File: config.mk
export PLATFORM = sky130hd
export DESIGN_NAME = uart_rx_flat
export DESIGN_NICKNAME = d
export VERILOG_FILES = /design/src/rtl/uart_rx_if.sv /design/src/rtl/uart_rx.sv /design/src/flat_wrapper.sv
export SDC_FILE = /design/constraint.sdc
export NUM_CORES = 1
export LEC_CHECK = 0
export CELL_PAD_IN_SITES_DETAIL_PLACEMENT = 1
export CELL_PAD_IN_SITES_GLOBAL_PLACEMENT = 1
export CORE_MARGIN = 2
export CORE_UTILIZATION = 46
export DETAILED_ROUTE_END_ITERATION = 6
export PLACE_DENSITY = 0.9
export SLEW_MARGIN = 10
export SYNTH_ARGS = -nofsm -noshare
export SYNTH_HDL_FRONTEND = slang
export SYNTH_SLANG_ARGS = --single-unit
export TNS_END_PERCENT = 1
File: constraint.sdc
create_clock -name clk_i -period 2.55 [get_ports clk_i]
set_input_delay 0.51 -clock clk_i [delete_from_list [all_inputs] [get_ports clk_i]]
set_output_delay 0.51 -clock clk_i [all_outputs]
set_load 0.02 [all_outputs]
File: src/rtl/uart_rx_if.sv
// uart_rx_if: byte handshake between the UART receiver and its consumer.
//   rx_data_o  - received byte, stable while rx_valid_o is high
//   rx_valid_o - byte available, held until accepted
//   rx_ready_i - consumer ready; transfer on rx_valid_o && rx_ready_i
//   frame_err_o - one-cycle pulse, stop bit sampled low
//   overrun_o  - one-cycle pulse, new byte dropped because the last one was unaccepted
// Signal suffixes are from the receiver's point of view (master modport).
interface uart_rx_if #(
    parameter int unsigned datawidth_p = 8
);
    logic [datawidth_p-1:0] rx_data_o;
    logic                   rx_valid_o;
    logic                   rx_ready_i;
    logic                   frame_err_o;
    logic                   overrun_o;

    modport master (
        output rx_data_o,
        output rx_valid_o,
        output frame_err_o,
        output overrun_o,
        input  rx_ready_i
    );

    modport slave (
        input  rx_data_o,
        input  rx_valid_o,
        input  frame_err_o,
        input  overrun_o,
        output rx_ready_i
    );
endinterface

File: src/rtl/uart_rx.sv
// uart_rx: 8N1 UART receiver. It deserialises the asynchronous RX line
// (LSB first) and presents each byte on a valid/ready handshake. It also
// flags framing errors and overruns.
//   clk_i       - clock
//   rst_ni      - asynchronous active-low reset
//   rx_serial_i - asynchronous serial line, idle high
//   rx_if       - byte handshake and error pulses (uart_rx_if.master)
module uart_rx #(
    parameter int unsigned datawidth_p   = 8,
    parameter int unsigned clk_per_bit_p = 868
) (
    input  logic      clk_i,
    input  logic      rst_ni,
    input  logic      rx_serial_i,
    uart_rx_if.master rx_if
);
    localparam int unsigned CntW = $clog2(clk_per_bit_p);
    localparam int unsigned IdxW = $clog2(datawidth_p + 1);

    localparam logic [CntW-1:0] HalfLast = CntW'(clk_per_bit_p / 2 - 1);
    localparam logic [CntW-1:0] BitLast  = CntW'(clk_per_bit_p - 1);
    localparam logic [IdxW-1:0] IdxLast  = IdxW'(datawidth_p - 1);

    typedef enum logic [2:0] {
        StIdle,
        StStart,
        StData,
        StStop,
        StBreak
    } state_e;

    state_e                 state_q;
    logic                   sync1_q, sync2_q;
    logic [CntW-1:0]        cnt_q;
    logic [IdxW-1:0]        idx_q;
    logic [datawidth_p-1:0] shift_q, shift_d;
    logic [datawidth_p-1:0] data_q;
    logic                   valid_q, frame_err_q, overrun_q;
    logic                   rx_s;

    assign rx_s = sync2_q;
    // LSB arrives first, so each new bit enters at the MSB and shifts down.
    assign shift_d = {rx_s, shift_q[datawidth_p-1:1]};

    always_ff @(posedge clk_i or negedge rst_ni) begin
        if (!rst_ni) begin
            state_q     <= StIdle;
            sync1_q     <= 1'b1;
            sync2_q     <= 1'b1;
            cnt_q       <= '0;
            idx_q       <= '0;
            shift_q     <= '0;
            data_q      <= '0;
            valid_q     <= 1'b0;
            frame_err_q <= 1'b0;
            overrun_q   <= 1'b0;
        end else begin
            sync1_q     <= rx_serial_i;
            sync2_q     <= sync1_q;
            frame_err_q <= 1'b0;
            overrun_q   <= 1'b0;

            // Accept clears valid. A byte completing in the same cycle
            // reasserts it below, because the later assignment wins.
            if (valid_q && rx_if.rx_ready_i) begin
                valid_q <= 1'b0;
            end

            case (state_q)
                StIdle: begin
                    if (!rx_s) begin
                        state_q <= StStart;
                        cnt_q   <= '0;
                    end
                end
                StStart: begin
                    if (cnt_q == HalfLast) begin
                        cnt_q <= '0;
                        if (!rx_s) begin
                            state_q <= StData;
                            idx_q   <= '0;
                        end else begin
                            state_q <= StIdle;  // glitch, not a start bit
                        end
                    end else begin
                        cnt_q <= cnt_q + CntW'(1);
                    end
                end
                StData: begin
                    if (cnt_q == BitLast) begin
                        cnt_q   <= '0;
                        shift_q <= shift_d;
                        idx_q   <= idx_q + IdxW'(1);
                        if (idx_q == IdxLast) begin
                            state_q <= StStop;
                        end
                    end else begin
                        cnt_q <= cnt_q + CntW'(1);
                    end
                end
                StStop: begin
                    if (cnt_q == BitLast) begin
                        cnt_q <= '0;
                        if (rx_s) begin
                            state_q <= StIdle;
                            if (!valid_q || rx_if.rx_ready_i) begin
                                data_q  <= shift_q;
                                valid_q <= 1'b1;
                            end else begin
                                overrun_q <= 1'b1;
                            end
                        end else begin
                            frame_err_q <= 1'b1;
                            state_q     <= StBreak;
                        end
                    end else begin
                        cnt_q <= cnt_q + CntW'(1);
                    end
                end
                StBreak: begin
                    // A held-low line must go high again before any new start bit.
                    if (rx_s) begin
                        state_q <= StIdle;
                    end
                end
                default: state_q <= StIdle;
            endcase
        end
    end

    assign rx_if.rx_data_o   = data_q;
    assign rx_if.rx_valid_o  = valid_q;
    assign rx_if.frame_err_o = frame_err_q;
    assign rx_if.overrun_o   = overrun_q;
endmodule

File: src/flat_wrapper.sv
// flat-port wrapper written by rule: the top's interface ports become plain ports
module uart_rx_flat 
#(
    parameter int unsigned datawidth_p   = 8,
    parameter int unsigned clk_per_bit_p = 868
)
  (clk_i, rst_ni, rx_serial_i, rx_if_rx_data_o, rx_if_rx_valid_o, rx_if_frame_err_o, rx_if_overrun_o, rx_if_rx_ready_i);
  uart_rx_if #(.datawidth_p(datawidth_p)) rx_if_i ();
  input  logic clk_i;
  input  logic rst_ni;
  input  logic rx_serial_i;
  output wire logic [$bits(rx_if_i.rx_data_o)-1:0] rx_if_rx_data_o;
  output wire logic [$bits(rx_if_i.rx_valid_o)-1:0] rx_if_rx_valid_o;
  output wire logic [$bits(rx_if_i.frame_err_o)-1:0] rx_if_frame_err_o;
  output wire logic [$bits(rx_if_i.overrun_o)-1:0] rx_if_overrun_o;
  input wire logic [$bits(rx_if_i.rx_ready_i)-1:0] rx_if_rx_ready_i;
  assign rx_if_rx_data_o = rx_if_i.rx_data_o;
  assign rx_if_rx_valid_o = rx_if_i.rx_valid_o;
  assign rx_if_frame_err_o = rx_if_i.frame_err_o;
  assign rx_if_overrun_o = rx_if_i.overrun_o;
  assign rx_if_i.rx_ready_i = rx_if_rx_ready_i;
  uart_rx #(.datawidth_p(datawidth_p), .clk_per_bit_p(clk_per_bit_p)) u_core (.clk_i(clk_i), .rst_ni(rst_ni), .rx_serial_i(rx_serial_i), .rx_if(rx_if_i));
endmodule
---- Yosys cells after proc, flatten, opt, wreduce, memory -nomap -nowiden ----
Cells that the tools add are included.
word-level totals
  bits in registers ....................... 38
  bits of input ports ..................... 4
  output and inout bits ................... 11
  logic and storage cells ................. 67
cells by class
  add/subtract/negate cells ............... 2
  eq/ne operators ......................... 14
  muxes and demuxes ....................... 29
  reduce and logical (&&, ||, !) cells .... 12
operators by type and width
  operator                                                          count
  10-bit two-way mux                                                3
  10-bit one-hot mux with 3 select lines                            1
  3-bit two-way mux                                                 7
  3-bit one-hot mux with 5 select lines                             1
  1-bit two-way mux                                                 12
  4-bit two-way mux                                                 3
  10-bit by 1-bit adder with 10-bit output, second input constant   1
  10-bit == test, second input constant                             1
  10-bit by 9-bit == test with 1-bit output, second input constant  1
  2-bit by 1-bit != test with 1-bit output, second input constant   5
  4-bit one-hot mux with 2 select lines                             1
  4-bit AND reduction                                               2
  3-bit by 2-bit == test with 1-bit output, second input constant   2
  6-bit AND reduction                                               1
  4-bit by 1-bit adder with 4-bit output, second input constant     1
  4-bit by 3-bit == test with 1-bit output, second input constant   1
  2-bit != test, second input constant                              2
  2-bit AND reduction                                               2
  3-bit by 1-bit == test with 1-bit output, second input constant   1
  3-bit == test, second input constant                              1
  3-bit zero test                                                   1
  3-bit nonzero test                                                1
  2-bit two-way mux                                                 1
  2-bit nonzero test                                                1
  4 further kinds                                                   4

---- Depth between registers and ports, before layout ----
Gate-level depths: netlist of the first run.
  word-level depth ........................ 6
  gate-level depth with buffers ........... 8
  mapped depth without buffers ............ 7

---- Least setup slack after synthesis of the first run ----
Ideal clock, no wire load.
  kind .................................... register to register
  start point ............................. reg u_core.cnt_q[0]
  end point ............................... reg u_core.state_q[1]
  library setup time ...................... 125 ps
  arrival ................................. 1777 ps
  data required time ...................... 2425 ps
  setup slack ............................. 649 ps
  stages on the path, launching flop included .. 7
  buffers on the path ..................... 0
  period minus slack after synthesis ...... 1901 ps
  path through ............................ dfrtp_1 > ha_1 > nand4bb_1 > or2_1 > a221oi_2 > o221ai_1 > mux2_2
between the ends
  longest elaborated chain between the ends .. 3
  elaborated cells between the ends (all ways) .. 6
  those cells by class .................... eq/ne: 5; reduce/logical: 1
RTL lines
  what                                                                                RTL line                                      text
  start: declaration                                                                  uart_rx.sv:34                                 logic [CntW-1:0] cnt_q;
  start signal: assignment                                                            uart_rx.sv:86                                 cnt_q <= cnt_q + CntW'(1);
  start signal: assignment                                                            uart_rx.sv:98                                 cnt_q <= cnt_q + CntW'(1);
  start signal: assignment                                                            uart_rx.sv:117                                cnt_q <= cnt_q + CntW'(1);
  10-bit == test / 10-bit by 9-bit == test with 1-bit output (equally long branches)  uart_rx.sv:90, uart_rx.sv:102, uart_rx.sv:77
  2-bit by 1-bit != test with 1-bit output (no line)                                  --
  6-bit AND reduction (no line) (*)                                                   --
  end signal: assignment                                                              uart_rx.sv:95                                 state_q <= StStop;
  end signal: assignment                                                              uart_rx.sv:105                                state_q <= StIdle;
  end signal: assignment                                                              uart_rx.sv:114                                state_q <= StBreak;
  end: declaration                                                                    uart_rx.sv:32                                 state_e state_q;
Mark *: on every way between the ends. The rest lies on a longest branch, timed or not.
A chain may end at the register's enable or synchronous reset.

---- Worst setup path after layout of the first run ----
  start point ............................. reg u_core.cnt_q[0]
  end point ............................... reg u_core.data_q[5] (netlist: u_core.rx_if.rx_data_o[5])
between the ends
  longest elaborated chain between the ends .. 2
RTL lines
  what                           RTL line        text
  10-bit == test                 uart_rx.sv:102  if (cnt_q == BitLast) begin
  4-bit AND reduction (no line)  --
  end signal: assignment         uart_rx.sv:107  data_q <= shift_q;
  end: declaration               uart_rx.sv:37   logic [datawidth_p-1:0] data_q;
No other way between the ends.

==> run metrics, run 1 <==
outcome=completed; Max-slew headroom=a little over two fifths; DRT Pass-1 Iters=4; Vias/cell=5.83; Placed Area=1980 µm²; share of synthesized registers carrying an async set or reset=100%; #FFs+latches synth=38; max_cap viols=0; crit path kind=flop to flop; min Tclk post-route=between 2000 and 2500 ps; antenna cells=0; CTS tree=yes; Least-Margin Pin Slew=~840 ps; CTS Buf Count=5; Synth Net Count=between 150 and 200; main combinational cell family by area after synthesis=simple AND/OR/NAND/NOR gates; Overflow after GRT=0; critical path's largest stage delay=about 430 ps; final core utilization=56.6%; die extent in x=~67 µm; final antenna-violating net count=0; H-tree depth=2; share of the synthesized area in the top cell type=between 40% and 50%; drt drc=0; CTS max path bufs=2; DRT iter0 DRCs=54; dpl cells=between 200 and 250; CORE AREA=approximately 3700 µm²; largest net degree at the start of global routing=39; Final period util=slightly below 90%; multiplexer share of the synthesized area=between 10% and 20%; Final Skew=between 5 and 6 ps; pre-CTS worst setup slack=about 430 ps; top_reg_cell synth=dfrtp_1; RR Endpoint=u_core.rx_if.rx_data_o[5]$_DFFE_PN0P_; worst vdd ir=around 0.5 mV; compound-gate portion of the synthesized area=12.6%; post-synthesis adder-cell area fraction=2.06%; count leader, synth=dfrtp_1; Port-buffer cells=14; Reg2Reg Setup Slack=between 300 and 400 ps; Netlist cell types=45; hold_buf cts=0; Synth Cell Area=approximately 1800 µm²; Gate Count Post-Synth=about 150; Setup crit end kind=flop; Nets=roughly 180; Register-to-Register Path Depth=6; cell row count=22; CTS Sinks=38; via count=~1300; slack of the critical path=roughly 340 ps; global-route wire length before repair=7080 µm; critical path fanouts, max=8; Syn Area/Cell=11.8 µm²; Root Buffer=clkbuf_8; Critical-path top delay cell=dfrtp_1; post-synthesis simple-gate area fraction=17.9%; Layout area overhead=16.3%; Commonest cells post-synth=dfrtp_1 (36), mux2_2 (17), o21ai_0 (12), nand2_1 (10), nor2_1 (7); hold crit path type=primary input to asynchronous set/reset pin; Static Leak=about 0.99 nW; Initial Util=48.7%; DP Wirelength=between 2000 and 3000 µm; initial antenna violation count=0; PD cells=582 nW/µm²; synth warn=0; crit start category=flop; Seq/Total Area, Yosys=52.3%; Post-CTS Repair Setup Buffers=0; post-synthesis xor/xnor area fraction=0.962%; routed length per instance=19.2 µm; worst skew pair latency=approximately 290 ps; Total GRT Usage=between 20% and 30%; vias in the first global route=roughly 1400; Reg2Reg Launch Point=u_core.cnt_q[0]$_DFFE_PN0P_; share of cells above drive strength 1=between 20% and 30%; RSZ-0062 raised after global routing=false; overall power=approximately 1.2 mW; Fmax achieved=approximately 450 MHz; final setup violation count=0; GP Congestion=0.821; Req. time, crit path=2730 ps; final hold vios=0; Layout Cells excl Fill=220; Post-synth EDFFs=0; Area contributors post-synth=dfrtp_1 (49%), mux2_2 (11%), o21ai_0 (3.3%); Resize count post-CTS=0; I/O pins=15; crit path DAT=about 2400 ps; Die Area=4480 µm²; Yosys top cell by area=dfrtp_1; Worst Hold Slack=321 ps; Final TNS setup=0 ps; drt total wl=4220 µm; CP Cell Sequence=ha_1, nand4bb_1, or2_1, nor3_2, nand3_2, mux2_2; Slew Viols, Final=0; register clock-pin slew on the reported worst setup and hold paths=around 80 ps; die height=roughly 67 µm; final instance area=2120 µm²
-- cell usage in the layout (no fill, tap or decap), types with 2 or more instances in the layout --
cell / n
mux2_2: 17
clkdlybuf4s50_1: 13
or2_1: 2
or3b_4: 2
mux2i_1: 2
nand4bb_1: 2
nor2_1: 7
o221ai_1: 2
and3_1: 2
dfrtp_1: 36
dfstp_2: 2
nand3_1: 4
clkbuf_8: 5
o21ai_0: 12
nor3_1: 3
ha_1: 3
nor4_1: 3
bufinv_16: 2
a21o_1: 6
nand2_1: 10
nand2b_1: 2
a21oi_1: 4
inv_1: 3
nor3b_1: 5
-- area by class of cell --
type	count	area, µm²
clock buffers	5	68.8
clock inverters	3	68.8
fillers	415	1620
inverters	3	11.3
multi-input cells	109	822
flip-flops and latches	38	953
well taps	48	60.1
repair buffers	14	135
-- routing by layer --
layer	share of wire, %	wire, µm	vias up	track usage [%]
li1	-	-	599	-
met1	42	1760	660	25.4
met2	55	2330	15	39.0
met3	2.0	83	8	5.91
met4	1.3	53	0	7.14
met5	0	0	-	0
-- worst max-delay path: cells and delay by family (launching register included) --
kind	cells	cell delay, ps
flops	1	430
mux	1	340
fa+ha+maj	1	250
simple gates	4	1090
-- power breakdown --
group          leakage [nW]  internal, mW  switching (mW)  total, mW
Combinational         0.414       0.00473          0.0128     0.0176
Clock                0.0683         0.392           0.215      0.607
Sequential            0.509         0.605         0.00303      0.608
Total                 0.992          1.00           0.231       1.23
-- sequential cells by signal, summed over array words and instances (netlist names) --
signal	cells
u_core.rx_if.rx_data_o	8
u_core.rx_s	1
u_core.sync1_q	1
u_core.rx_if.rx_valid_o	1
u_core.cnt_q	10
u_core.rx_if.frame_err_o	1
u_core.shift_q	8
u_core.rx_if.overrun_o	1
u_core.state_q	3
u_core.idx_q	4
-- kinds of logic after synthesis --
group | count (synthesis)
muxes | 19
AOI/OAI and AO/OA | 33
and+or+nand+nor | 52
DFF | 38
xor gates and xnor gates | 2
adders and majority gates | 3
buffers and inverters | 7
-- worst max path at each step --
stage | startpoint | end | slack [ps]
after floorplan | u_core.cnt_q[0]$_DFFE_PN0P_ | u_core.state_q[1]$_DFFE_PN0P_ | 650
after global placement | u_core.cnt_q[0]$_DFFE_PN0P_ | u_core.rx_if.rx_data_o[6]$_DFFE_PN0P_ | 550
after CTS | u_core.cnt_q[0]$_DFFE_PN0P_ | u_core.rx_if.rx_data_o[5]$_DFFE_PN0P_ | 340
after global routing | u_core.cnt_q[0]$_DFFE_PN0P_ | u_core.rx_if.rx_data_o[5]$_DFFE_PN0P_ | 260
after detailed placement | u_core.cnt_q[0]$_DFFE_PN0P_ | u_core.rx_if.rx_data_o[5]$_DFFE_PN0P_ | 430
final | u_core.cnt_q[0]$_DFFE_PN0P_ | u_core.rx_if.rx_data_o[5]$_DFFE_PN0P_ | 340
(Power assumes the default switching activity.)
==> run 2: changes to the inputs <==
- TNS_END_PERCENT: 1 -> default
- clock period: 2.55 -> 2.09 ns (I/O delays scaled with it)
==> run 2 against run 1 <==
  * Fmax increased by 12%
  * Cell count increased by 2.7%
  * First-iteration DRC count decreased by 22%
  * Clock skew increased by 3.5 ps
  * Non-clock buffer count increased by 6
  * Combinational power increased by 22%
  * Die area unchanged
  * Count of clock-buffer cells in the layout increased by 3
  * Worst setup slack got worse by 230 ps
  * Total power increased by 3.4%
  * Final area increased by 0.89%
  * Core utilization increased by 0.50 points
==> run metrics, run 2 (synthesis gave the netlist of run 1 again) <==
outcome=completed (unchanged); Slew Viols, Final=0 (unchanged); RR Endpoint=u_core.cnt_q[3]$_DFFE_PN0P_ (was u_core.rx_if.rx_data_o[5]$_DFFE_PN0P_); critical path fanouts, max=18 (was 8); worst vdd ir=0.494 mV (was 0.499 mV); via count=1322 (was 1282); Initial Util=48.7% (unchanged); Overflow after GRT=0 (unchanged); critical path depth=7 (was 6); final setup violation count=0 (unchanged); overall power=1.28 mW (was 1.23 mW); CTS Sinks=38 (unchanged); min Tclk post-route=1980 ps (was 2210 ps); drt drc=0 (unchanged); commonest non-fill, non-tap cell in the layout=dfrtp_1 (unchanged); register clock-pin slew on the reported worst setup and hold paths=70 ps (was 80 ps); Setup crit start=u_core.cnt_q[0]$_DFFE_PN0P_ (unchanged); largest net degree at the start of global routing=39 (unchanged); Final Skew=8.63 ps (was 5.10 ps); Static Leak=0.994 nW (was 0.992 nW); global-route wire length before repair=6660 µm (was 7080 µm); Root Buffer=clkbuf_8 (unchanged); die height=66.9 µm (unchanged); CP endpoint=u_core.cnt_q[3]$_DFFE_PN0P_ (was u_core.rx_if.rx_data_o[5]$_DFFE_PN0P_); hold_buf cts=0 (unchanged); Max-slew headroom=43.8% (was 43.9%); PD cells=596 nW/µm² (was 582 nW/µm²); DRT iter0 DRCs=42 (was 54); DP Wirelength=2970 µm (was 2930 µm); Total GRT Usage=20.5% (was 21.9%); CTS max path bufs=2 (unchanged); Reg2Reg Launch Point=u_core.cnt_q[0]$_DFFE_PN0P_ (unchanged); register area=956 µm² (was 953 µm²); dpl cells=215 (was 212); CTS tree=yes (unchanged); Register-to-Register Path Depth=7 (was 6); Reg2Reg Setup Slack=110 ps (was 340 ps); final hold vios=0 (unchanged); antenna cells=0 (unchanged); routed length per instance=18.7 µm (was 19.2 µm); Layout Cells excl Fill=226 (was 220); cell row count=22 (unchanged); Least-Margin Pin Slew=844 ps (was 841 ps); worst skew pair latency=290 ps (about the same); Nets=184 (was 178); DRT Pass-1 Iters=4 (unchanged); Top reg by flops=u_core.cnt_q (unchanged); max FFs per register=10 (unchanged); max_cap viols=0 (unchanged); Critical-path top delay cell=dfrtp_2 (was dfrtp_1); drt total wl=4230 µm (was 4220 µm); Req. time, crit path=2260 ps (was 2730 ps); H-tree depth=2 (unchanged); Vias/cell=5.85 (was 5.83); CORE AREA=3740 µm² (unchanged); GP Congestion=0.777 (was 0.821); crit start category=flop (unchanged); final antenna-violating net count=0 (unchanged); Buf+Inv Stages, Crit Path=1 (was 0); Worst path top cell family by delay=compound AO/OA/AOI/OAI gates (was simple AND/OR/NAND/NOR gates); I/O pins=15 (unchanged); CTS Buf Count=5 (unchanged); hold crit path type=primary input to asynchronous set/reset pin (unchanged); vias in the first global route=1393 (was 1418); Final period util=94.6% (was 86.6%); crit path kind=flop to flop (unchanged); Die Area=4480 µm² (unchanged); multi-input logic area=841 µm² (was 822 µm²); Setup crit end kind=flop (unchanged); share of cells above drive strength 1=28.7% (was 23.8%); Layout area overhead=17.4% (was 16.3%); die extent in x=66.9 µm (unchanged); CP Cell Sequence=ha_2, nand4bb_1, buf_4, nor3_4, o22a_4, o21ai_0, a21o_1 (was ha_1, nand4bb_1, or2_1, nor3_2, nand3_2, mux2_2); critical path's largest stage delay=420 ps (was 430 ps); initial antenna violation count=0 (unchanged); # fillers=424 (was 415); Port-buffer cells=14 (unchanged); most frequent cells in the layout=dfrtp_1 (34), mux2_2 (17), clkdlybuf4s50_1 (13) (was dfrtp_1 (36), mux2_2 (17), clkdlybuf4s50_1 (13)); crit path DAT=2150 ps (was 2390 ps); Fmax achieved=506 MHz (was 453 MHz)
run 2: cell count changes in the layout (fill, tap and decap cells not counted), moves of 2 or more:
cell / delta
buf_4: +6
clkbuf_1: +2
dfrtp_2: +2
bufinv_16: -2
dfrtp_1: -2
run 2: report_power, final:
part,internal (mW),switching [mW],leakage (nW)
combinational,0.00582,0.0156,0.441
clock,0.269,0.242,0.0455
sequential,0.739,0.00433,0.507
total,1.01,0.262,0.994
run 2: metrics by stage:
stage	TNS, ps	util [%]	setup slack [ps]	area, µm²	hold WS (ps)
after CTS	0	55.9	15.2	2090	259
after global placement	0	53.5	193	2000	347
final	0	57.1	113	2140	231
after detailed placement	0	53.5	14.1	2000	352
after floorplan	0	-	189	1820	122
after global routing	-14.6	57.1	-14.6	2140	298
run 2: metal layers:
layer  GRT usage [%]  up-vias  routed length [µm]
met4            7.40        0                  79
li1                -      608                   -
met5               0        -                   0
met1            22.3      688                1710
met2            38.0       18                2350
met3            5.41        8                  91
run 2: final cells by class:
type | count | area share (%)
sequential | 38 | 44.7
multi-input combinational | 109 | 39.3
timing repair buffer | 20 | 8.43
clock buffer | 8 | 4.21
tap | 48 | 2.81
inverter | 3 | 0.527
run 2: how the worst min path moves through the flow:
| stage | from | end | slack [ps] | cells past startpoint |
|---|---|---|---|---|
| 3_5_place_dp | u_core.sync1_q$_DFF_PN1_ | u_core.rx_s$_DFF_PN1_ | 350 | 0 |
| 3_3_place_gp | u_core.sync1_q$_DFF_PN1_ | u_core.rx_s$_DFF_PN1_ | 350 | 0 |
| 4_1_cts | rst_ni | u_core.state_q[0]$_DFFE_PN0P_ | 260 | 1 |
| 6_report | rst_ni | u_core.state_q[2]$_DFFE_PN0P_ | 230 | 1 |
| 5_1_grt | rst_ni | u_core.rx_if.frame_err_o$_DFF_PN0_ | 300 | 1 |
| 2_1_floorplan | rst_ni | u_core.cnt_q[0]$_DFFE_PN0P_ | 120 | 0 |
run 2: worst register-to-register path, stage by stage, from the launching register on:
cell and delay, ps:
dfrtp_2 420, ha_2 230, nand4bb_1 140, buf_4 180
nor3_4 270, o22a_4 310, o21ai_0 130, a21o_1 180
run 2: timing repair:
| action | in CTS | in global routing |
|---|---|---|
| buffers inserted | 0 | 3 |
| endpoints found under the setup margin | 0 | 16 |
| endpoints found under the hold margin | 0 | 0 |
| resized for setup | 0 | 8 |
